File: src/rtl/dff_pipe.sv
// WIDTH-bit, DEPTH-stage register pipeline with per-stage valid tracking,
// stall, flush, a combinational tap mux and an occupancy count.
module dff_pipe #(
    parameter int              WIDTH     = 8,
    parameter int              DEPTH     = 4,
    parameter logic [WIDTH-1:0] RESET_VAL = {WIDTH{1'b0}},
    localparam int             SW        = (DEPTH > 1) ? $clog2(DEPTH) : 1,
    localparam int             CW        = $clog2(DEPTH + 1)
) (
    input  logic             clk,
    input  logic             rst,
    input  logic             en,
    input  logic             flush,
    input  logic [WIDTH-1:0] d,
    input  logic             d_valid,
    output logic [WIDTH-1:0] q,
    output logic             q_valid,
    input  logic [SW-1:0]    tap_sel,
    output logic [WIDTH-1:0] tap_q,
    output logic             tap_valid,
    output logic [CW-1:0]    count
);

    logic [WIDTH-1:0] stage_r [DEPTH];
    logic [DEPTH-1:0] valid_r;
    logic [CW-1:0]    count_r;
    logic [WIDTH-1:0] tap_q_s;
    logic             tap_valid_s;

    // Stage data, valid flags and occupancy; priority rst > flush > en > hold.
    always_ff @(posedge clk) begin
        if (rst) begin
            for (int i = 0; i < DEPTH; i++) begin
                stage_r[i] <= RESET_VAL;
            end
            valid_r <= {DEPTH{1'b0}};
            count_r <= {CW{1'b0}};
        end else if (flush) begin
            // Data is deliberately kept; only the valid view is cleared.
            valid_r <= {DEPTH{1'b0}};
            count_r <= {CW{1'b0}};
        end else if (en) begin
            for (int i = DEPTH - 1; i > 0; i--) begin
                stage_r[i] <= stage_r[i-1];
                valid_r[i] <= valid_r[i-1];
            end
            stage_r[0] <= d;
            valid_r[0] <= d_valid;
            count_r    <= count_r + CW'(d_valid) - CW'(valid_r[DEPTH-1]);
        end else begin
            count_r <= count_r;
        end
    end

    // Tap mux: out-of-range selects fall back to RESET_VAL / invalid.
    always_comb begin
        tap_q_s     = RESET_VAL;
        tap_valid_s = 1'b0;
        for (int i = 0; i < DEPTH; i++) begin
            if ((DEPTH == 1) || (tap_sel == SW'(i))) begin
                tap_q_s     = stage_r[i];
                tap_valid_s = valid_r[i];
            end else begin
                tap_q_s     = tap_q_s;
                tap_valid_s = tap_valid_s;
            end
        end
    end

    assign q         = stage_r[DEPTH-1];
    assign q_valid   = valid_r[DEPTH-1];
    assign count     = count_r;
    assign tap_q     = tap_q_s;
    assign tap_valid = tap_valid_s;

endmodule

File: config.mk
export PLATFORM = sky130hd
export DESIGN_NAME = dff_pipe
export DESIGN_NICKNAME = d
export VERILOG_FILES = /design/src/rtl/dff_pipe.sv
export SDC_FILE = /design/constraint.sdc
export NUM_CORES = 1
export LEC_CHECK = 0
export ABC_AREA = 1
export BUFFER_PORTS_ARGS = -buffer_cell sky130_fd_sc_hd__buf_4
export CAP_MARGIN = 20
export CORE_UTILIZATION = 36
export CTS_CLUSTER_DIAMETER = 30
export DETAILED_ROUTE_END_ITERATION = 7
export GPL_TIMING_DRIVEN = 0
export PLACE_DENSITY = 0.63
export SLEW_MARGIN = 10
export SYNTH_ARGS = -nofsm -noshare
export SYNTH_HDL_FRONTEND = slang
export SYNTH_SLANG_ARGS = --single-unit
export TNS_END_PERCENT = 50
File: constraint.sdc
create_clock -name clk -period 3.08 [get_ports clk]
set_clock_uncertainty 0.2 [all_clocks]
set_input_delay 0 -clock clk [delete_from_list [all_inputs] [get_ports clk]]
set_output_delay 0 -clock clk [all_outputs]
set_load 0.02 [all_outputs]
; Word-level counts from Yosys, hierarchy flattened
; Memories as Yosys holds them, arrays and structs flattened.
; Index checks and enable logic that the tools add are counted.
; W data, S select, Z words.
[totals]
regBits = 7
latchBits = 0
mem_bits_rw = 32
rom_bits = 0
inputBits = 15
out_inout_bits = 21
wordCells = 32
mem_count = 1
[classes]
n_addsub = 2
multipliers = 0
div_mod_pow = 0
order_cmp = 0
n_eq_ne = 3
shift = 0
mux = 18
n_bitwise = 4
reduce_logical = 2
[mem_list]
columns = name, depth, width, read_ports, rd_ports_with_merged_regs, wr, line_no
row1 = stage_r, 4, 8, 4, 0, 4, 24  ; logic [WIDTH-1:0] stage_r [DEPTH];
[ops]
columns = op, n
row1 = $mux W8, 8
row2 = $mux W1, 10
row3 = $eq A2 B2 Y1 const B, 2
row4 = $or A1 B1 Y1, 4
row5 = $add A3 B1 Y3, 1
row6 = $sub A3 B1 Y3, 1
row7 = $eq A2 B1 Y1 const B, 1
row8 = $logic_not A2 Y1, 1
row9 = $reduce_or A2 Y1, 1

; Depth between registers and ports, before layout
[depth]
ltp_word = 5
ltp_mapped = 11
depth_no_buf = 11

; Least setup slack after synthesis
; Ideal clock, no wire load.
[synth_timing]
kind = input-to-reg
startpoint = input port en
endpoint = memory stage_r[0][0], enable pin
setup_ns = 0.428
arrival_time_ns = 1.774
t_required_ns = 2.452
path_slack_ns = 0.678
stages = 3
n_path_buf = 1
path_cell_list = buf_4 inv_1 o21bai_1
[synth_rtl]
columns = element, line_no
row1 = from (decl), 12  ; input logic en,
row2 = to (decl), 24

; Worst setup path after layout
[layout_timing]
startpoint = register count_r[0], in the netlist count[0]
endpoint = register count_r[1], in the netlist count[1]
[layout_between]
elab_chain_cells = 2
[layout_rtl]
columns = element, line_no
row1 = from (decl), 26  ; logic [CW-1:0] count_r;
row2 = from (signal assigned), 37  ; count_r <= {CW{1'b0}};
row3 = from (signal assigned), 41  ; count_r <= {CW{1'b0}};
row4 = from (signal assigned), 49  ; count_r <= count_r + CW'(d_valid) - CW'(valid_r[DEPTH-1]);
row5 = $add A3 B1 Y3, 49
row6 = $sub A3 B1 Y3, 49
; Every way passes these cells.
; A chain may end at the register's enable or synchronous reset.

==> impl_metrics.prom <==
# TYPE chip_impl_metric gauge
chip_impl_metric{name="synth_simple_gate_area_share",unit="%"} 23.8
chip_impl_metric{name="grtUsageTotal",unit="%"} 16.1
chip_impl_metric{name="drt_first_pass_iters",unit=""} 4
chip_impl_metric{name="critical_path_peak_fanout",unit=""} 2
chip_impl_metric{name="post_drt_via_cell_ratio",unit=""} 4.35
chip_impl_metric{name="worst_hold_path.num_cells",unit=""} 5
chip_impl_info{name="cp-end-kind",value="flop"} 1
chip_impl_info{name="hp-start",value="tap_sel[0]"} 1
chip_impl_metric{name="synth_async_sr_flop_share",unit="%"} 0
chip_impl_metric{name="antenna_found_initial",unit=""} 0
chip_impl_metric{name="synthesis.nets",unit=""} 214
chip_impl_metric{name="antenna_cells_inserted",unit=""} 0
chip_impl_info{name="largest_family_of_logic_cells_by_synthesized_area",value="simple AND/OR/NAND/NOR gates"} 1
chip_impl_metric{name="count_of_max_cap_constraint_violations",unit=""} 0
chip_impl_info{name="start_kind",value="flop"} 1
chip_impl_info{name="post-synth-top-area-cell",value="sky130_fd_sc_hd__edfxtp_1"} 1
chip_impl_metric{name="postRouteWirelength",unit="mm"} 3.68
chip_impl_metric{name="tritoncts.num_buffers",unit=""} 5
chip_impl_metric{name="finish.net_count",unit=""} 272
chip_impl_metric{name="h-tree-depth",unit=""} 2
chip_impl_metric{name="total_leakage_power",unit="nW"} 1.09
chip_impl_metric{name="synth_top_area_share",unit="%"} 52.7
chip_impl_metric{name="dr_total_vias",unit=""} 1401
chip_impl_metric{name="syn2layout_area_growth",unit="%"} 33.8
chip_impl_metric{name="maximum_number_of_pins_on_one_net_before_global_route_repair",unit=""} 31
chip_impl_metric{name="postSynthRegisterBits",unit=""} 39
chip_impl_metric{name="preCtsSetupSlack",unit="ns"} 1.18
chip_impl_metric{name="synth.yosys.warnings",unit=""} 0
chip_impl_info{name="grt_setup_unrepaired",value="no"} 1
chip_impl_metric{name="min_period",unit="ns"} 2.24
chip_impl_metric{name="ant_nets",unit=""} 0
chip_impl_metric{name="clk_path_buf_depth",unit=""} 2
chip_impl_metric{name="floorplan.die.height",unit="um"} 73.1
chip_impl_metric{name="routed_wire_length_per_instance",unit="um"} 11.4
chip_impl_metric{name="synthXorXnorAreaFrac",unit="%"} 0
chip_impl_info{name="cts_root_buf",value="sky130_fd_sc_hd__clkbuf_8"} 1
chip_impl_metric{name="worst-slew-pin-transition",unit="ns"} 0.467
chip_impl_metric{name="core_area",unit="um2"} 4790
chip_impl_metric{name="critPathArrivalTime",unit="ns"} 2.23
chip_impl_info{name="tritoncts_clock_tree",value="built"} 1
chip_impl_info{name="worst_r2r_endpoint",value="count[1]"} 1
chip_impl_metric{name="ff2ff_path_depth",unit=""} 8
chip_impl_metric{name="finalSetupTns",unit="ns"} 0
chip_impl_metric{name="power.ir.vdd_worst",unit="V"} 0.000235
chip_impl_metric{name="initial_core_util",unit="%"} 38.1
chip_impl_info{name="status",value="finished, final reports clean"} 1
chip_impl_metric{name="worst-r2r-setup-slack",unit="ns"} 0.84
chip_impl_metric{name="row_count",unit=""} 25
chip_impl_metric{name="routabilityCongestion",unit=""} 0.721
chip_impl_metric{name="place_hpwl",unit="mm"} 2.33
chip_impl_info{name="synth.most_common_cell",value="sky130_fd_sc_hd__nor2_1"} 1
chip_impl_metric{name="synth.cell_area",unit="um2"} 1820
chip_impl_metric{name="synth_sequential_area_ratio",unit="%"} 60.4
chip_impl_metric{name="die_area",unit="um2"} 5350
chip_impl_metric{name="die-width",unit="um"} 73.1
chip_impl_metric{name="worst_slack",unit="ns"} 0.835
chip_impl_info{name="synth.cells.most_frequent",value="44 x sky130_fd_sc_hd__nor2_1, 41 x sky130_fd_sc_hd__nand2_1, 39 x sky130_fd_sc_hd__inv_1"} 1
chip_impl_metric{name="grt_pass1_wl",unit="mm"} 6.24
chip_impl_metric{name="num_io_pins",unit=""} 36
chip_impl_metric{name="slew_violations",unit=""} 0
chip_impl_info{name="ys_dominant_reg_cell",value="sky130_fd_sc_hd__edfxtp_1"} 1
chip_impl_metric{name="synth_enable_flop_cells",unit=""} 32
chip_impl_info{name="criticalPathCategory",value="reg2reg"} 1
chip_impl_metric{name="tritoncts_num_sinks",unit=""} 39
chip_impl_metric{name="headroom_to_the_max_slew_limit",unit="%"} 68.9
chip_impl_metric{name="drc",unit=""} 0
chip_impl_info{name="worst_hold_path_type",value="in2out"} 1
chip_impl_metric{name="drive_gt1_share",unit="%"} 20.8
chip_impl_metric{name="timing.fmax",unit="MHz"} 446
chip_impl_metric{name="required",unit="ns"} 3.07
chip_impl_metric{name="power_density",unit="nW/um2"} 464
chip_impl_metric{name="buffer_ports.inserted",unit=""} 34
chip_impl_metric{name="clock_latency",unit="ns"} 0.30
chip_impl_metric{name="path_clk_slew",unit="ns"} 0.08
chip_impl_metric{name="post-layout-total-power",unit="mW"} 1.13
chip_impl_metric{name="grt_pass1_vias",unit=""} 1375
chip_impl_metric{name="grt-ovfl-total",unit=""} 0
chip_impl_metric{name="netlist_instances",unit=""} 196
chip_impl_metric{name="finalSetupViolations",unit=""} 0
chip_impl_info{name="worst_r2r_startpoint",value="count[0]"} 1
chip_impl_info{name="synth_top_cells_by_area",value="sky130_fd_sc_hd__edfxtp_1 53%, sky130_fd_sc_hd__nor2_1 9.1%, sky130_fd_sc_hd__nand2_1 8.4%"} 1
chip_impl_metric{name="first_iter_violations",unit=""} 93
chip_impl_metric{name="yosys-mux-area-fraction",unit="%"} 0
chip_impl_info{name="worst_hold_path.endpoint",value="tap_q[1]"} 1
chip_impl_metric{name="yosys.cell_types.count",unit=""} 18
chip_impl_metric{name="yosys.area_share.adder",unit="%"} 2.47
chip_impl_metric{name="period_utilization",unit="%"} 72.9
chip_impl_metric{name="synthesis.area_per_instance",unit="um2"} 9.29
chip_impl_metric{name="number_of_hold_violations_in_the_final_report",unit=""} 0
chip_impl_metric{name="synth-compound-area-share",unit="%"} 2.61
==> power breakdown <==
group / total, mW / switching, mW / internal (mW)
logic: 0.170 / 0.0941 / 0.0755
clock network: 0.342 / 0.184 / 0.158
registers: 0.619 / 0.0168 / 0.603
==> how the worst max path moves through the flow <==
stage                        start            end  slack (ns)
after floorplan                 en  stage_r[0][0]        0.68
after global placement          en  stage_r[0][5]       -0.14
after detailed placement  count[0]       count[2]        1.18
after CTS                 count[0]       count[1]        0.82
after global routing      count[0]       count[1]        0.72
final                     count[0]       count[1]        0.84
==> stage by stage <==
step,hold WS (ns),cells,utilization (%),instance area [um2]
after floorplan,-0.0651,196,-,1820
after global placement,0.0503,297,45.2,2160
after detailed placement,0.0484,298,45.8,2190
after CTS,0.285,322,50.9,2440
after global routing,0.312,322,50.9,2440
final,0.276,322,50.9,2440
==> registers in the layout (all words and copies together) (netlist names) <==
| name | flops |
|---|---|
| stage_r | 32 |
| valid_r | 4 |
| count | 3 |
==> timing repair <==
action / CTS / global route
hold endpoints to repair: 18 / 0
setup buffers: 0 / 0
hold buffers: 16 / 0
gates resized for setup: 0 / 0
==> critical path, stage by stage (launching register included) <==
cell and delay [ns]:
sky130_fd_sc_hd__dfxtp_1 0.33, sky130_fd_sc_hd__inv_1 0.05, sky130_fd_sc_hd__ha_1 0.26, sky130_fd_sc_hd__inv_1 0.05
sky130_fd_sc_hd__ha_1 0.13, sky130_fd_sc_hd__inv_1 0.04, sky130_fd_sc_hd__fa_1 0.47, sky130_fd_sc_hd__a21oi_1 0.06
sky130_fd_sc_hd__dlygate4sd3_1 0.54
==> kinds of logic after synthesis <==
family | after synthesis
buffers and inverters | 45
AOI/OAI and AO/OA | 9
adders and majority gates | 3
and+or+nand+nor | 100
DFF | 39
==> routing by layer <==
metal | global-route usage, % | part of all wire [%]
met5 | 0 | 0
met4 | 8.50 | 1.5
met3 | 3.87 | 5.9
met2 | 27.4 | 48
met1 | 18.8 | 45
==> cell usage in the layout, fill, tap and decap left out, drive strengths merged, types with 2 or more instances in the layout <==
cell,n
a21oi,2
buf,39
clkbuf,6
clkinv,2
dfxtp,7
dlygate4sd3,16
edfxtp,32
ha,2
inv,40
nand2,42
nand4,10
nor2,48
o21ai,6
==> cell type report <==
class	instances	area (um2)
Fill cell	463	2350
Sequential cell	39	1100
Multi-Input combinational cell	112	537
Timing Repair Buffer	51	435
Inverter	41	154
Tap cell	67	83.8
Clock buffer	6	72.6
Buffer	4	41.3
Clock inverter	2	12.5
(Power assumes the default switching activity.)
